`src/rtl/ctrl_pkg.sv`:
```
// Shared definitions for the pipelined RV32I control unit: opcodes, ALUOp
// encodings and the control bundle carried through the stage registers.
package ctrl_pkg;

    localparam logic [6:0] OP_R   = 7'b0110011;
    localparam logic [6:0] OP_I   = 7'b0010011;
    localparam logic [6:0] OP_LW  = 7'b0000011;
    localparam logic [6:0] OP_SW  = 7'b0100011;
    localparam logic [6:0] OP_BEQ = 7'b1100011;
    localparam logic [6:0] OP_JAL = 7'b1101111;
    localparam logic [6:0] OP_LUI = 7'b0110111;

    localparam logic [2:0] ALU_R   = 3'b000;
    localparam logic [2:0] ALU_I   = 3'b001;
    localparam logic [2:0] ALU_LW  = 3'b010;
    localparam logic [2:0] ALU_SW  = 3'b011;
    localparam logic [2:0] ALU_BEQ = 3'b100;
    localparam logic [2:0] ALU_JAL = 3'b101;
    localparam logic [2:0] ALU_LUI = 3'b110;

    typedef struct packed {
        logic regwrite;
        logic memtoreg;
        logic memread;
        logic memwrite;
        logic alusrc;
        logic branch;
        logic jump;
        logic lui;
    } ctrl_t;

    // The bubble's ALUOp is all ones at whatever width the pipe is built with.
    localparam ctrl_t BUBBLE = '0;

endpackage

```
`src/rtl/ctrl_decode.sv`:
```
// Combinational ID-stage decoder: opcode to control bundle, destination and
// whether the instruction reads rs2.
module ctrl_decode
    import ctrl_pkg::*;
#(
    parameter int unsigned ALUOP_W = 3,
    parameter int unsigned REG_AW  = 5,
    parameter int unsigned EXT_OPS = 0
) (
    input  logic [6:0]        op,
    input  logic              valid,
    input  logic [REG_AW-1:0] rd,
    output logic [ALUOP_W-1:0] aluop,
    output ctrl_t             ctrl,
    output logic [REG_AW-1:0] dec_rd,
    output logic              rs2_used
);

    always_comb begin
        aluop    = '1;
        ctrl     = BUBBLE;
        dec_rd   = '0;
        rs2_used = 1'b0;
        if (valid) begin
            case (op)
                OP_R: begin
                    aluop         = ALUOP_W'(ALU_R);
                    ctrl.regwrite = 1'b1;
                    dec_rd        = rd;
                    rs2_used      = 1'b1;
                end
                OP_I: begin
                    aluop         = ALUOP_W'(ALU_I);
                    ctrl.regwrite = 1'b1;
                    ctrl.alusrc   = 1'b1;
                    dec_rd        = rd;
                end
                OP_LW: begin
                    aluop         = ALUOP_W'(ALU_LW);
                    ctrl.regwrite = 1'b1;
                    ctrl.memtoreg = 1'b1;
                    ctrl.memread  = 1'b1;
                    ctrl.alusrc   = 1'b1;
                    dec_rd        = rd;
                end
                OP_SW: begin
                    aluop         = ALUOP_W'(ALU_SW);
                    ctrl.memwrite = 1'b1;
                    ctrl.alusrc   = 1'b1;
                    dec_rd        = rd;
                    rs2_used      = 1'b1;
                end
                OP_BEQ: begin
                    aluop         = ALUOP_W'(ALU_BEQ);
                    ctrl.branch   = 1'b1;
                    dec_rd        = rd;
                    rs2_used      = 1'b1;
                end
                OP_JAL: begin
                    if (EXT_OPS != 0) begin
                        aluop         = ALUOP_W'(ALU_JAL);
                        ctrl.regwrite = 1'b1;
                        ctrl.jump     = 1'b1;
                        dec_rd        = rd;
                    end
                end
                OP_LUI: begin
                    if (EXT_OPS != 0) begin
                        aluop         = ALUOP_W'(ALU_LUI);
                        ctrl.regwrite = 1'b1;
                        ctrl.alusrc   = 1'b1;
                        ctrl.lui      = 1'b1;
                        dec_rd        = rd;
                    end
                end
                default: begin
                end
            endcase
        end
    end

endmodule

```
`src/rtl/ctrl_pipe.sv`:
```
// Pipelined control unit: decodes in ID, carries control through ID/EX,
// EX/MEM and MEM/WB, inserts load-use bubbles and counts stall cycles.
module ctrl_pipe
    import ctrl_pkg::*;
#(
    parameter int unsigned ALUOP_W = 3,
    parameter int unsigned REG_AW  = 5,
    parameter int unsigned EXT_OPS = 0,
    parameter int unsigned CNT_W   = 16
) (
    input  logic               clk_i,
    input  logic               rst_i,
    input  logic [6:0]         op_i,
    input  logic [REG_AW-1:0]  rs1_i,
    input  logic [REG_AW-1:0]  rs2_i,
    input  logic [REG_AW-1:0]  rd_i,
    input  logic               id_valid_i,
    input  logic               mem_stall_i,
    input  logic               flush_i,
    output logic               stall_o,
    output logic [ALUOP_W-1:0] ex_aluop_o,
    output logic               ex_alusrc_o,
    output logic               ex_branch_o,
    output logic               ex_jump_o,
    output logic               ex_lui_o,
    output logic               mem_read_o,
    output logic               mem_write_o,
    output logic               wb_regwrite_o,
    output logic               wb_memtoreg_o,
    output logic [REG_AW-1:0]  wb_rd_o,
    output logic [CNT_W-1:0]   stall_cnt_o
);

    logic [ALUOP_W-1:0] id_aluop;
    ctrl_t              id_ctrl;
    logic [REG_AW-1:0]  id_rd;
    logic               id_rs2_used;

    logic [ALUOP_W-1:0] ex_aluop_q;
    ctrl_t              ex_ctrl_q;
    logic [REG_AW-1:0]  ex_rd_q;

    logic               mem_regwrite_q;
    logic               mem_memtoreg_q;
    logic               mem_read_q;
    logic               mem_write_q;
    logic [REG_AW-1:0]  mem_rd_q;

    logic               wb_regwrite_q;
    logic               wb_memtoreg_q;
    logic [REG_AW-1:0]  wb_rd_q;

    logic               hz;
    logic [CNT_W-1:0]   cnt_q;

    ctrl_decode #(
        .ALUOP_W (ALUOP_W),
        .REG_AW  (REG_AW),
        .EXT_OPS (EXT_OPS)
    ) u_decode (
        .op       (op_i),
        .valid    (id_valid_i),
        .rd       (rd_i),
        .aluop    (id_aluop),
        .ctrl     (id_ctrl),
        .dec_rd   (id_rd),
        .rs2_used (id_rs2_used)
    );

    // Once the bubble reaches EX its memread is clear, so hz self-clears after one cycle.
    assign hz = ex_ctrl_q.memread && (ex_rd_q != '0) && id_valid_i &&
                ((ex_rd_q == rs1_i) || (id_rs2_used && (ex_rd_q == rs2_i)));

    assign stall_o = rst_i && (mem_stall_i || (!flush_i && hz));

    always_ff @(posedge clk_i or negedge rst_i) begin
        if (!rst_i) begin
            ex_aluop_q     <= '1;
            ex_ctrl_q      <= BUBBLE;
            ex_rd_q        <= '0;
            mem_regwrite_q <= 1'b0;
            mem_memtoreg_q <= 1'b0;
            mem_read_q     <= 1'b0;
            mem_write_q    <= 1'b0;
            mem_rd_q       <= '0;
            wb_regwrite_q  <= 1'b0;
            wb_memtoreg_q  <= 1'b0;
            wb_rd_q        <= '0;
        end else if (!mem_stall_i) begin
            if (flush_i || hz) begin
                ex_aluop_q <= '1;
                ex_ctrl_q  <= BUBBLE;
                ex_rd_q    <= '0;
            end else begin
                ex_aluop_q <= id_aluop;
                ex_ctrl_q  <= id_ctrl;
                ex_rd_q    <= id_rd;
            end
            mem_regwrite_q <= ex_ctrl_q.regwrite;
            mem_memtoreg_q <= ex_ctrl_q.memtoreg;
            mem_read_q     <= ex_ctrl_q.memread;
            mem_write_q    <= ex_ctrl_q.memwrite;
            mem_rd_q       <= ex_rd_q;
            wb_regwrite_q  <= mem_regwrite_q;
            wb_memtoreg_q  <= mem_memtoreg_q;
            wb_rd_q        <= mem_rd_q;
        end
    end

    always_ff @(posedge clk_i or negedge rst_i) begin
        if (!rst_i) begin
            cnt_q <= '0;
        end else if (stall_o && (cnt_q != '1)) begin
            cnt_q <= cnt_q + CNT_W'(1);
        end
    end

    assign ex_aluop_o    = ex_aluop_q;
    assign ex_alusrc_o   = ex_ctrl_q.alusrc;
    assign ex_branch_o   = ex_ctrl_q.branch;
    assign ex_jump_o     = ex_ctrl_q.jump;
    assign ex_lui_o      = ex_ctrl_q.lui;
    assign mem_read_o    = mem_read_q;
    assign mem_write_o   = mem_write_q;
    assign wb_regwrite_o = wb_regwrite_q;
    assign wb_memtoreg_o = wb_memtoreg_q;
    assign wb_rd_o       = wb_rd_q;
    assign stall_cnt_o   = cnt_q;

endmodule

```
`config.mk`:
```
export PLATFORM = sky130hd
export DESIGN_NAME = ctrl_pipe
export DESIGN_NICKNAME = d
export VERILOG_FILES = /design/src/rtl/ctrl_pkg.sv /design/src/rtl/ctrl_decode.sv /design/src/rtl/ctrl_pipe.sv
export SDC_FILE = /design/constraint.sdc
export NUM_CORES = 1
export LEC_CHECK = 0
export BUFFER_PORTS_ARGS = -buffer_cell sky130_fd_sc_hd__buf_2
export CORE_MARGIN = 2
export CORE_UTILIZATION = 45
export DETAILED_ROUTE_END_ITERATION = 6
export PLACE_DENSITY = 0.72
export SLEW_MARGIN = 40
export SYNTH_ARGS = -nofsm -noshare
export SYNTH_HDL_FRONTEND = slang
export SYNTH_SLANG_ARGS = --single-unit
```
`constraint.sdc`:
```
create_clock -name clk_i -period 5 [get_ports clk_i]
set_input_delay 0.75 -clock clk_i [delete_from_list [all_inputs] [get_ports clk_i]]
set_output_delay 0.75 -clock clk_i [all_outputs]
set_load 0.05 [all_outputs]
```
==> results of run 1 <==
-- metrics by stage --
| step | hold slack [ps] | setup slack, ps |
|---|---|---|
| after floorplan | 454 | 2270 |
| after global routing | 400 | 1760 |
| after CTS | 387 | 1930 |
| after detailed placement | 456 | 1930 |
| final | 376 | 1950 |
| after global placement | 455 | 1990 |
-- cell usage in the layout, fill, tap and decap left out, types with 2 or more instances in the layout --
master	netlist	final
mux2_2	16	16
clkbuf_8	0	6
and2_1	2	2
a21oi_1	2	2
dfstp_2	3	3
nor3_1	4	4
clkinv_2	0	2
nand2_1	6	6
inv_1	3	3
nor2_1	3	3
nand3_2	7	7
xor2_1	11	11
a22o_1	8	8
and3_1	8	8
o21ai_0	3	3
dfrtp_1	41	41
xnor2_1	14	14
buf_2	0	57
conb_1	1	2
nand2b_1	2	2
nand4_1	6	6
-- metal layers --
metal | share of wire | routed length, um | global-route usage
met2 | 0.49 | 1940 | 0.252
met5 | 0 | 0 | 0
met1 | 0.45 | 1780 | 0.208
met4 | 0.013 | 52 | 0.0503
met3 | 0.042 | 166 | 0.0478
-- layout make-up --
| cell class | count | area share |
|---|---|---|
| clock inverter | 2 | 0.00411 |
| multi-input combinational | 108 | 0.357 |
| clock buffer | 6 | 0.0339 |
| inverter | 3 | 0.00462 |
| timing repair buffer | 58 | 0.120 |
| sequential | 44 | 0.453 |
| tap | 52 | 0.0267 |
-- sequential cells by signal (all words and copies together) (netlist names) --
signal and flops:
wb_rd_o 5, mem_regwrite_q 1, mem_memtoreg_q 1, wb_regwrite_o 1, ex_branch_o 1, ex_rd_q 5
wb_memtoreg_o 1, stall_cnt_o 16, mem_rd_q 5, mem_write_o 1, ex_ctrl_q 3, ex_aluop_o 3
ex_alusrc_o 1
-- logic make-up after synthesis --
kind of cell | count (synthesis) | share of synthesized area
buffers and inverters | 13 | 0.0460
AO/OA/AOI/OAI | 19 | 0.0714
AND/OR/NAND/NOR | 43 | 0.137
XOR/XNOR | 25 | 0.106
flip-flops | 44 | 0.535
multiplexers | 17 | 0.0920
adder cells (fa/ha/maj) | 2 | 0.0109
other | 1 | 0.00181
-- power breakdown --
part	switching, W	internal, W	leakage [nW]
logic	0.000145	0.0000543	0.630
registers	0.0000264	0.000379	0.595
clock network	0.000117	0.000110	0.0510
-- worst min-delay path by stage --
| stage | slack, ps | start | cells past startpoint | endpoint |
|---|---|---|---|---|
| after floorplan | 450 | rst_i | 0 | ex_alusrc_o$_DFFE_PN0N_ |
| after global placement | 460 | ex_aluop_o[2]$_DFFE_PN1N_ | 2 | ex_aluop_o[2]$_DFFE_PN1N_ |
| after detailed placement | 460 | ex_aluop_o[2]$_DFFE_PN1N_ | 2 | ex_aluop_o[2]$_DFFE_PN1N_ |
| after CTS | 390 | rst_i | 1 | ex_ctrl_q[6]$_DFFE_PN0N_ |
| after global routing | 400 | rst_i | 1 | ex_ctrl_q[6]$_DFFE_PN0N_ |
| final | 380 | rst_i | 1 | wb_rd_o[0]$_DFFE_PN0N_ |
-- critical path, cell delays in order --
cell	delay, ps
buf_2	150
a21bo_1	210
nor4_2	240
a22oi_1	130
o31ai_1	360
and2_2	200
buf_2	250
==> results.sh, run 1 <==
export IMPL_cts_root_buf="clkbuf_8"
export IMPL_dp_cells=265
export IMPL_die_h_um=71.8
export IMPL_antenna_left=0
export IMPL_seq_area_sq_um=1100
export IMPL_cts_buffers=5
export IMPL_post_cts_resized=0
export IMPL_yosysMostFrequentCell="dfrtp_1"
export IMPL_multi_input_area_sq_um=871
export IMPL_diodes=0
export IMPL_dp_hpwl_mm=2.93
export IMPL_worst_setup_path_start_kind="input pin"
export IMPL_synthTopCellsByCount="dfrtp_1, mux2_2, xnor2_1, xor2_1"
export IMPL_drive_gt1_frac=0.425
export IMPL_drc=0
export IMPL_endpoint_kind="output pin"
export IMPL_portBuffers=57
export IMPL_regToRegEndpoint="stall_cnt_o[1]$_DFFE_PN0P_"
export IMPL_totalWireLength_mm=3.93
export IMPL_critPathMaxFanout=8
export IMPL_synth_top_area_share=0.496
export IMPL_grt_pass1_vias=1376
export IMPL_wl_per_cell_um=14.4
export IMPL_cts_hold_fix_buffers=0
export IMPL_slew_violations=0
export IMPL_final_hold_violation_count=0
export IMPL_design_power_total_w=0.000831
export IMPL_startpoint="op_i[6]"
export IMPL_crit_required_ps=4250
export IMPL_fillers=395
export IMPL_first_pass_iters=4
export IMPL_post_route_util=0.556
export IMPL_cts_num_sinks=44
export IMPL_place_area_sq_um=2340
export IMPL_place_congestion=0.771
export IMPL_synth_seq_cells=44
export IMPL_finalInstanceArea_sq_um=2440
export IMPL_synth_avg_cell_area_sq_um=12.6
export IMPL_synth_async_sr_flop_share=1.00
export IMPL_dieArea_sq_um=5150
export IMPL_drtIter0Drc=53
export IMPL_synth_area_leaders="dfrtp_1, mux2_2, xnor2_1"
export IMPL_r2r_start="ex_rd_q[2]$_DFFE_PN0N_"
export IMPL_finalSetupViolCount=0
export IMPL_vias=1416
export IMPL_fmax_ghz=0.328
export IMPL_reg2regPathDepth=6
export IMPL_synth_edf_count=0
export IMPL_yosysWarnings=0
export IMPL_antenna_found_initial=0
export IMPL_hp_class="input pin to async pin"
export IMPL_clk_path_buf_depth=2
export IMPL_cp_endpoint="stall_o"
export IMPL_initial_core_util=0.471
export IMPL_coreArea_sq_um=4380
export IMPL_synthCells=164
export IMPL_p_leak_nw=1.28
export IMPL_finClkSkew_ps=3.32
export IMPL_peakVddDrop_v=0.000319
export IMPL_netlist_area_sq_um=2070
export IMPL_synth_top_cell_by_area="dfrtp_1"
export IMPL_min_period_ps=3050
export IMPL_worstSetupPathType="input pin to output pin"
export IMPL_arrival_ps=2300
export IMPL_fin_cells=273
export IMPL_rows=24
export IMPL_grt_total_usage=0.158
export IMPL_ioPinCount=60
export IMPL_max_cap_violations=0
export IMPL_clk_pin_slew_ps=80
export IMPL_fp_dieW_um=71.8
export IMPL_nNetsFinal=248
export IMPL_maxSlewHeadroom=0.542
export IMPL_yosys_cell_types_count=36
export IMPL_rsz0062_at_grt="no"
export IMPL_grt_first_pass_wirelength_mm=6.40
export IMPL_via_per_inst=5.19
export IMPL_status="complete, no violations"
export IMPL_cts_tree="built"
export IMPL_ys_seq_area_frac=0.535
export IMPL_area_delta_synth_final_pct=17.9
export IMPL_ff2ff_setup_slack_ps=2390
export IMPL_post_cts_setup_buffers=0
export IMPL_grt_max_degree=29
export IMPL_final_setup_tns_ps=0
export IMPL_tightest_slew_ps=687
export IMPL_synth_flop_cell="dfrtp_1"
export IMPL_clock_latency_ps=290
export IMPL_overflow=0
export IMPL_period_share=0.610
export IMPL_p_per_area_nw_per_um2=341
export IMPL_cts_htree_levels=2
(Power assumes the default switching activity.)
==> run 2: changes to the inputs <==
Settings changed: PLACE_DENSITY 0.72 to 0.75.
Clock period 5 ns to 2.6 ns, I/O delays scaled along.
==> results.sh, run 2 (same netlist as run 1, synthesis figures left out) <==
export IMPL_cts_tree="built"
export IMPL_dp_hpwl_mm=2.91
export IMPL_drive_gt1_frac=0.429
export IMPL_regToRegEndpoint="ex_rd_q[2]$_DFFE_PN0N_"
export IMPL_place_congestion=0.849
export IMPL_clk_pin_slew_ps=80
export IMPL_rows=24
export IMPL_top_layer_used="met4"
export IMPL_coreArea_sq_um=4380
export IMPL_design_power_total_w=0.00158
export IMPL_ioPinCount=60
export IMPL_r2r_start="ex_rd_q[1]$_DFFE_PN0N_"
export IMPL_grt_total_usage=0.165
export IMPL_final_common_cell="buf_2"
export IMPL_area_delta_synth_final_pct=18.7
export IMPL_finClkSkew_ps=7.00
export IMPL_largest_reg_flops=16
export IMPL_final_setup_tns_ps=0
export IMPL_overflow=0
export IMPL_totalWireLength_mm=4.04
export IMPL_grt_max_degree=29
export IMPL_die_h_um=71.8
export IMPL_final_hold_violation_count=0
export IMPL_wl_met3_um=161
export IMPL_hp_class="input pin to async pin"
export IMPL_wl_per_cell_um=14.7
export IMPL_clk_path_buf_depth=2
export IMPL_p_leak_nw=1.28
export IMPL_power_switching_w=0.000551
export IMPL_min_period_ps=2510
export IMPL_first_pass_iters=4
export IMPL_via_per_inst=5.26
export IMPL_slew_violations=0
export IMPL_antenna_left=0
export IMPL_cts_num_sinks=44
export IMPL_switching_share=0.350
export IMPL_p_per_area_nw_per_um2=642
export IMPL_pwr_share_seq=0.497
export IMPL_p_int_w=0.00102
export IMPL_ff2ff_setup_slack_ps=360
export IMPL_critPathMaxFanout=5
export IMPL_cts_buffers=5
export IMPL_arrival_ps=2120
export IMPL_antenna_found_initial=0
export IMPL_cts_htree_levels=2
export IMPL_max_cap_violations=0
export IMPL_grt_first_pass_wirelength_mm=6.60
export IMPL_nNetsFinal=251
export IMPL_peakVddDrop_v=0.000530
export IMPL_drc=0
export IMPL_reg2regPathDepth=5
export IMPL_rsz0062_at_grt="no"
export IMPL_worst_setup_path_start_kind="register"
export IMPL_vias=1452
export IMPL_startpoint="ex_rd_q[2]$_DFFE_PN0N_"
export IMPL_drtIter0Drc=78
export IMPL_wl_met1_mm=1.81
export IMPL_post_cts_resized=0
export IMPL_cts_root_buf="clkbuf_8"
export IMPL_grt_pass1_vias=1374
export IMPL_combPwrFrac=0.245
export IMPL_cts_hold_fix_buffers=0
export IMPL_period_share=0.964
export IMPL_clock_latency_ps=300
export IMPL_final_cell_mix="buf_2, dfrtp_1, mux2_2"
export IMPL_tightest_slew_ps=639
export IMPL_portBuffers=57
export IMPL_maxSlewHeadroom=0.569
export IMPL_status="complete, no violations"
export IMPL_fp_dieW_um=71.8
export IMPL_post_cts_setup_buffers=0
export IMPL_finalSetupViolCount=0
export IMPL_clock_power_share=0.258
export IMPL_endpoint_kind="output pin"
export IMPL_fmax_ghz=0.399
export IMPL_dr_wl_met2_mm=2.00
export IMPL_dieArea_sq_um=5150
export IMPL_worstSetupPathType="register to output pin"
export IMPL_crit_required_ps=2210
export IMPL_diodes=0
export IMPL_initial_core_util=0.471
run 2: how the worst max path moves through the flow:
stage                             endpoint  slack, ps  cells past startpoint
4_1_cts                            stall_o         20                      6
3_3_place_gp                       stall_o        320                      7
2_1_floorplan   stall_cnt_o[0]$_DFFE_PN0P_        400                      8
3_5_place_dp   stall_cnt_o[12]$_DFFE_PN0P_        210                      9
5_1_grt                            stall_o          5                      6
6_report                           stall_o         90                      6
run 2: critical path, stage by stage, from the launching register on:
cell	delay, ps
dfrtp_1	440
xor2_1	200
nor4_2	270
a22oi_1	150
o31ai_2	320
and2_2	190
buf_2	260
run 2: layout make-up:
cell class | instances | area, sq um
clock buffers | 7 | 76.3
clock inverters | 1 | 5.00
fillers | 381 | 1930
inverters | 3 | 11.3
multi-input cells | 108 | 876
flip-flops and latches | 44 | 1100
well taps | 52 | 65.1
repair buffers | 61 | 315
run 2: power by group through the flow:
stage / clock (W) / sequential (W) / combinational (W)
finish: 0.000406 / 0.000783 / 0.000386
global route: 0.000447 / 0.000791 / 0.000406
CTS: 0.000418 / 0.000784 / 0.000387
detailed placement: 0 / 0.000796 / 0.000384
global placement: 0 / 0.000795 / 0.000381
floorplan: 0 / 0.000941 / 0.000138
run 2: per-layer routing:
metal / vias up / track usage
met5: - / 0
met4: 0 / 0.0692
met3: 8 / 0.0422
met2: 26 / 0.259
met1: 727 / 0.219
li1: 691 / -
run 2: metrics by stage:
stage	setup WS, ps	util	hold slack, ps	cell area, sq um	cells
after floorplan	398	-	94.4	2070	165
after global placement	317	0.540	340	2370	268
after detailed placement	211	0.540	339	2370	268
after CTS	17.5	0.559	17.7	2450	276
after global routing	5.19	0.560	28.9	2450	276
final	93.0	0.560	5.43	2450	276
==> run 3: changes to the inputs <==
Settings changed: CORE_MARGIN 2 to 4, PLACE_DENSITY 0.75 to 0.74.
==> results.sh, run 3 (same netlist as run 1, synthesis figures left out) <==
export IMPL_fillers=386
export IMPL_clock_latency_ps=290
export IMPL_place_area_sq_um=2370
export IMPL_drtIter0Drc=33
export IMPL_cts_buffers=5
export IMPL_arrival_ps=2070
export IMPL_p_per_area_nw_per_um2=668
export IMPL_peakVddDrop_v=0.000646
export IMPL_tightest_slew_ps=652
export IMPL_vias=1412
export IMPL_post_cts_setup_buffers=0
export IMPL_largest_reg_flops=16
export IMPL_cts_num_sinks=44
export IMPL_antenna_left=0
export IMPL_top_layer_used="met4"
export IMPL_rows=24
export IMPL_crit_required_ps=2210
export IMPL_slew_violations=0
export IMPL_finalSetupViolCount=0
export IMPL_die_h_um=75.8
export IMPL_fin_ws_ps=139
export IMPL_via_per_inst=5.10
export IMPL_antenna_found_initial=0
export IMPL_wl_per_cell_um=14.5
export IMPL_first_pass_iters=4
export IMPL_status="complete, no violations"
export IMPL_place_congestion=0.828
export IMPL_final_hold_violation_count=0
export IMPL_critPathMaxFanout=5
export IMPL_final_cell_mix="buf_2, dfrtp_1, mux2_2"
export IMPL_maxSlewHeadroom=0.561
export IMPL_cts_root_buf="clkbuf_8"
export IMPL_max_cap_violations=0
export IMPL_pre_cts_ws_ps=274
export IMPL_finClkSkew_ps=8.68
export IMPL_ioPinCount=60
export IMPL_min_period_ps=2460
export IMPL_multi_input_area_sq_um=876
export IMPL_grt_pass1_vias=1343
export IMPL_wl_met1_mm=1.80
export IMPL_overflow=0
export IMPL_endpoint_kind="output pin"
export IMPL_worst_setup_path_start_kind="register"
export IMPL_final_common_cell="buf_2"
export IMPL_rsz0062_at_grt="no"
export IMPL_portBuffers=57
export IMPL_grt_max_degree=44
export IMPL_area_delta_synth_final_pct=20.5
export IMPL_worstSetupPathType="register to output pin"
export IMPL_coreArea_sq_um=4410
export IMPL_fmax_ghz=0.406
export IMPL_p_leak_nw=1.30
export IMPL_drive_gt1_frac=0.431
export IMPL_drc=0
export IMPL_hp_class="input pin to register"
export IMPL_period_share=0.946
export IMPL_fp_dieW_um=75.8
export IMPL_dr_wl_met2_mm=2.03
export IMPL_grt_first_pass_wirelength_mm=6.32
export IMPL_nNetsFinal=252
export IMPL_dp_hpwl_mm=3.02
export IMPL_clk_path_buf_depth=2
export IMPL_totalWireLength_mm=4.00
export IMPL_finalInstanceArea_sq_um=2490
export IMPL_cts_htree_levels=2
export IMPL_wl_met3_um=149
export IMPL_grt_total_usage=0.146
export IMPL_seq_area_sq_um=1100
export IMPL_clk_pin_slew_ps=70
export IMPL_cts_tree="built"
export IMPL_dieArea_sq_um=5740
export IMPL_diodes=0
export IMPL_final_setup_tns_ps=0
export IMPL_initial_core_util=0.468
==> run 3: cell types whose count changed in the layout (fill, tap and decap cells not counted) <==
cell,change
bufinv_16,+1
dlygate4sd3_1,+1
clkbuf_1,-1
==> run 3: layout make-up <==
class / instances / share of cell area
clock buffer: 6 / 0.0291
clock inverter: 2 / 0.0141
inverter: 3 / 0.00452
multi-input combinational: 108 / 0.352
sequential: 44 / 0.444
tap: 52 / 0.0261
timing repair buffer: 62 / 0.131
==> run 3: stage by stage <==
| step | hold slack, ps | util | total power, W | instances |
|---|---|---|---|---|
| floorplan | 94.4 | - | 0.00108 | 165 |
| detailed placement | 190 | 0.536 | 0.00119 | 268 |
| CTS | 307 | 0.563 | 0.00169 | 277 |
| finish | 319 | 0.564 | 0.00166 | 277 |
| global placement | 195 | 0.536 | 0.00118 | 268 |
| global route | 301 | 0.564 | 0.00175 | 277 |
==> run 3: path summary, 6_finish.rpt <==
| check | startpoint | end | slack [ps] | cells past startpoint |
|---|---|---|---|---|
| min reg2reg | ex_aluop_o[2]$_DFFE_PN1N_ | ex_aluop_o[2]$_DFFE_PN1N_ | 470 | 2 |
| min in group asynchronous | rst_i | mem_rd_q[0]$_DFFE_PN0N_ | 430 | 2 |
| max in group asynchronous | rst_i | ex_aluop_o[2]$_DFFE_PN1N_ | 1480 | 3 |
| max | ex_rd_q[2]$_DFFE_PN0N_ | stall_o | 140 | 6 |
| max reg2reg | ex_rd_q[1]$_DFFE_PN0N_ | ex_rd_q[2]$_DFFE_PN0N_ | 310 | 5 |
| min | rd_i[0] | ex_rd_q[0]$_DFFE_PN0N_ | 320 | 2 |
==> run 3: where the power goes <==
group	total, W	switching [W]	internal, W
Combinational	0.000389	0.000280	0.000108
Clock	0.000494	0.000209	0.000285
Sequential	0.000782	0.0000522	0.000729
Total	0.00166	0.000541	0.00112
==> run 3: routing by layer <==
layer / track usage / vias to the layer above
li1: - / 701
met1: 0.198 / 683
met2: 0.225 / 26
met3: 0.0488 / 2
met4: 0.0350 / 0
met5: 0 / -
==> run 3: worst max-delay path, stage by stage, from the launching register on <==
cell	delay [ps]
dfrtp_1	440
xor2_1	190
nor4_2	270
a22oi_1	150
o31ai_2	290
and2_2	190
buf_2	260
==> run 3: repair_timing <==
item,4_1_cts,5_1_grt
gates resized for setup,0,1
hold buffers,1,0
endpoints found under the hold margin,1,0
endpoints found under the setup margin,0,1
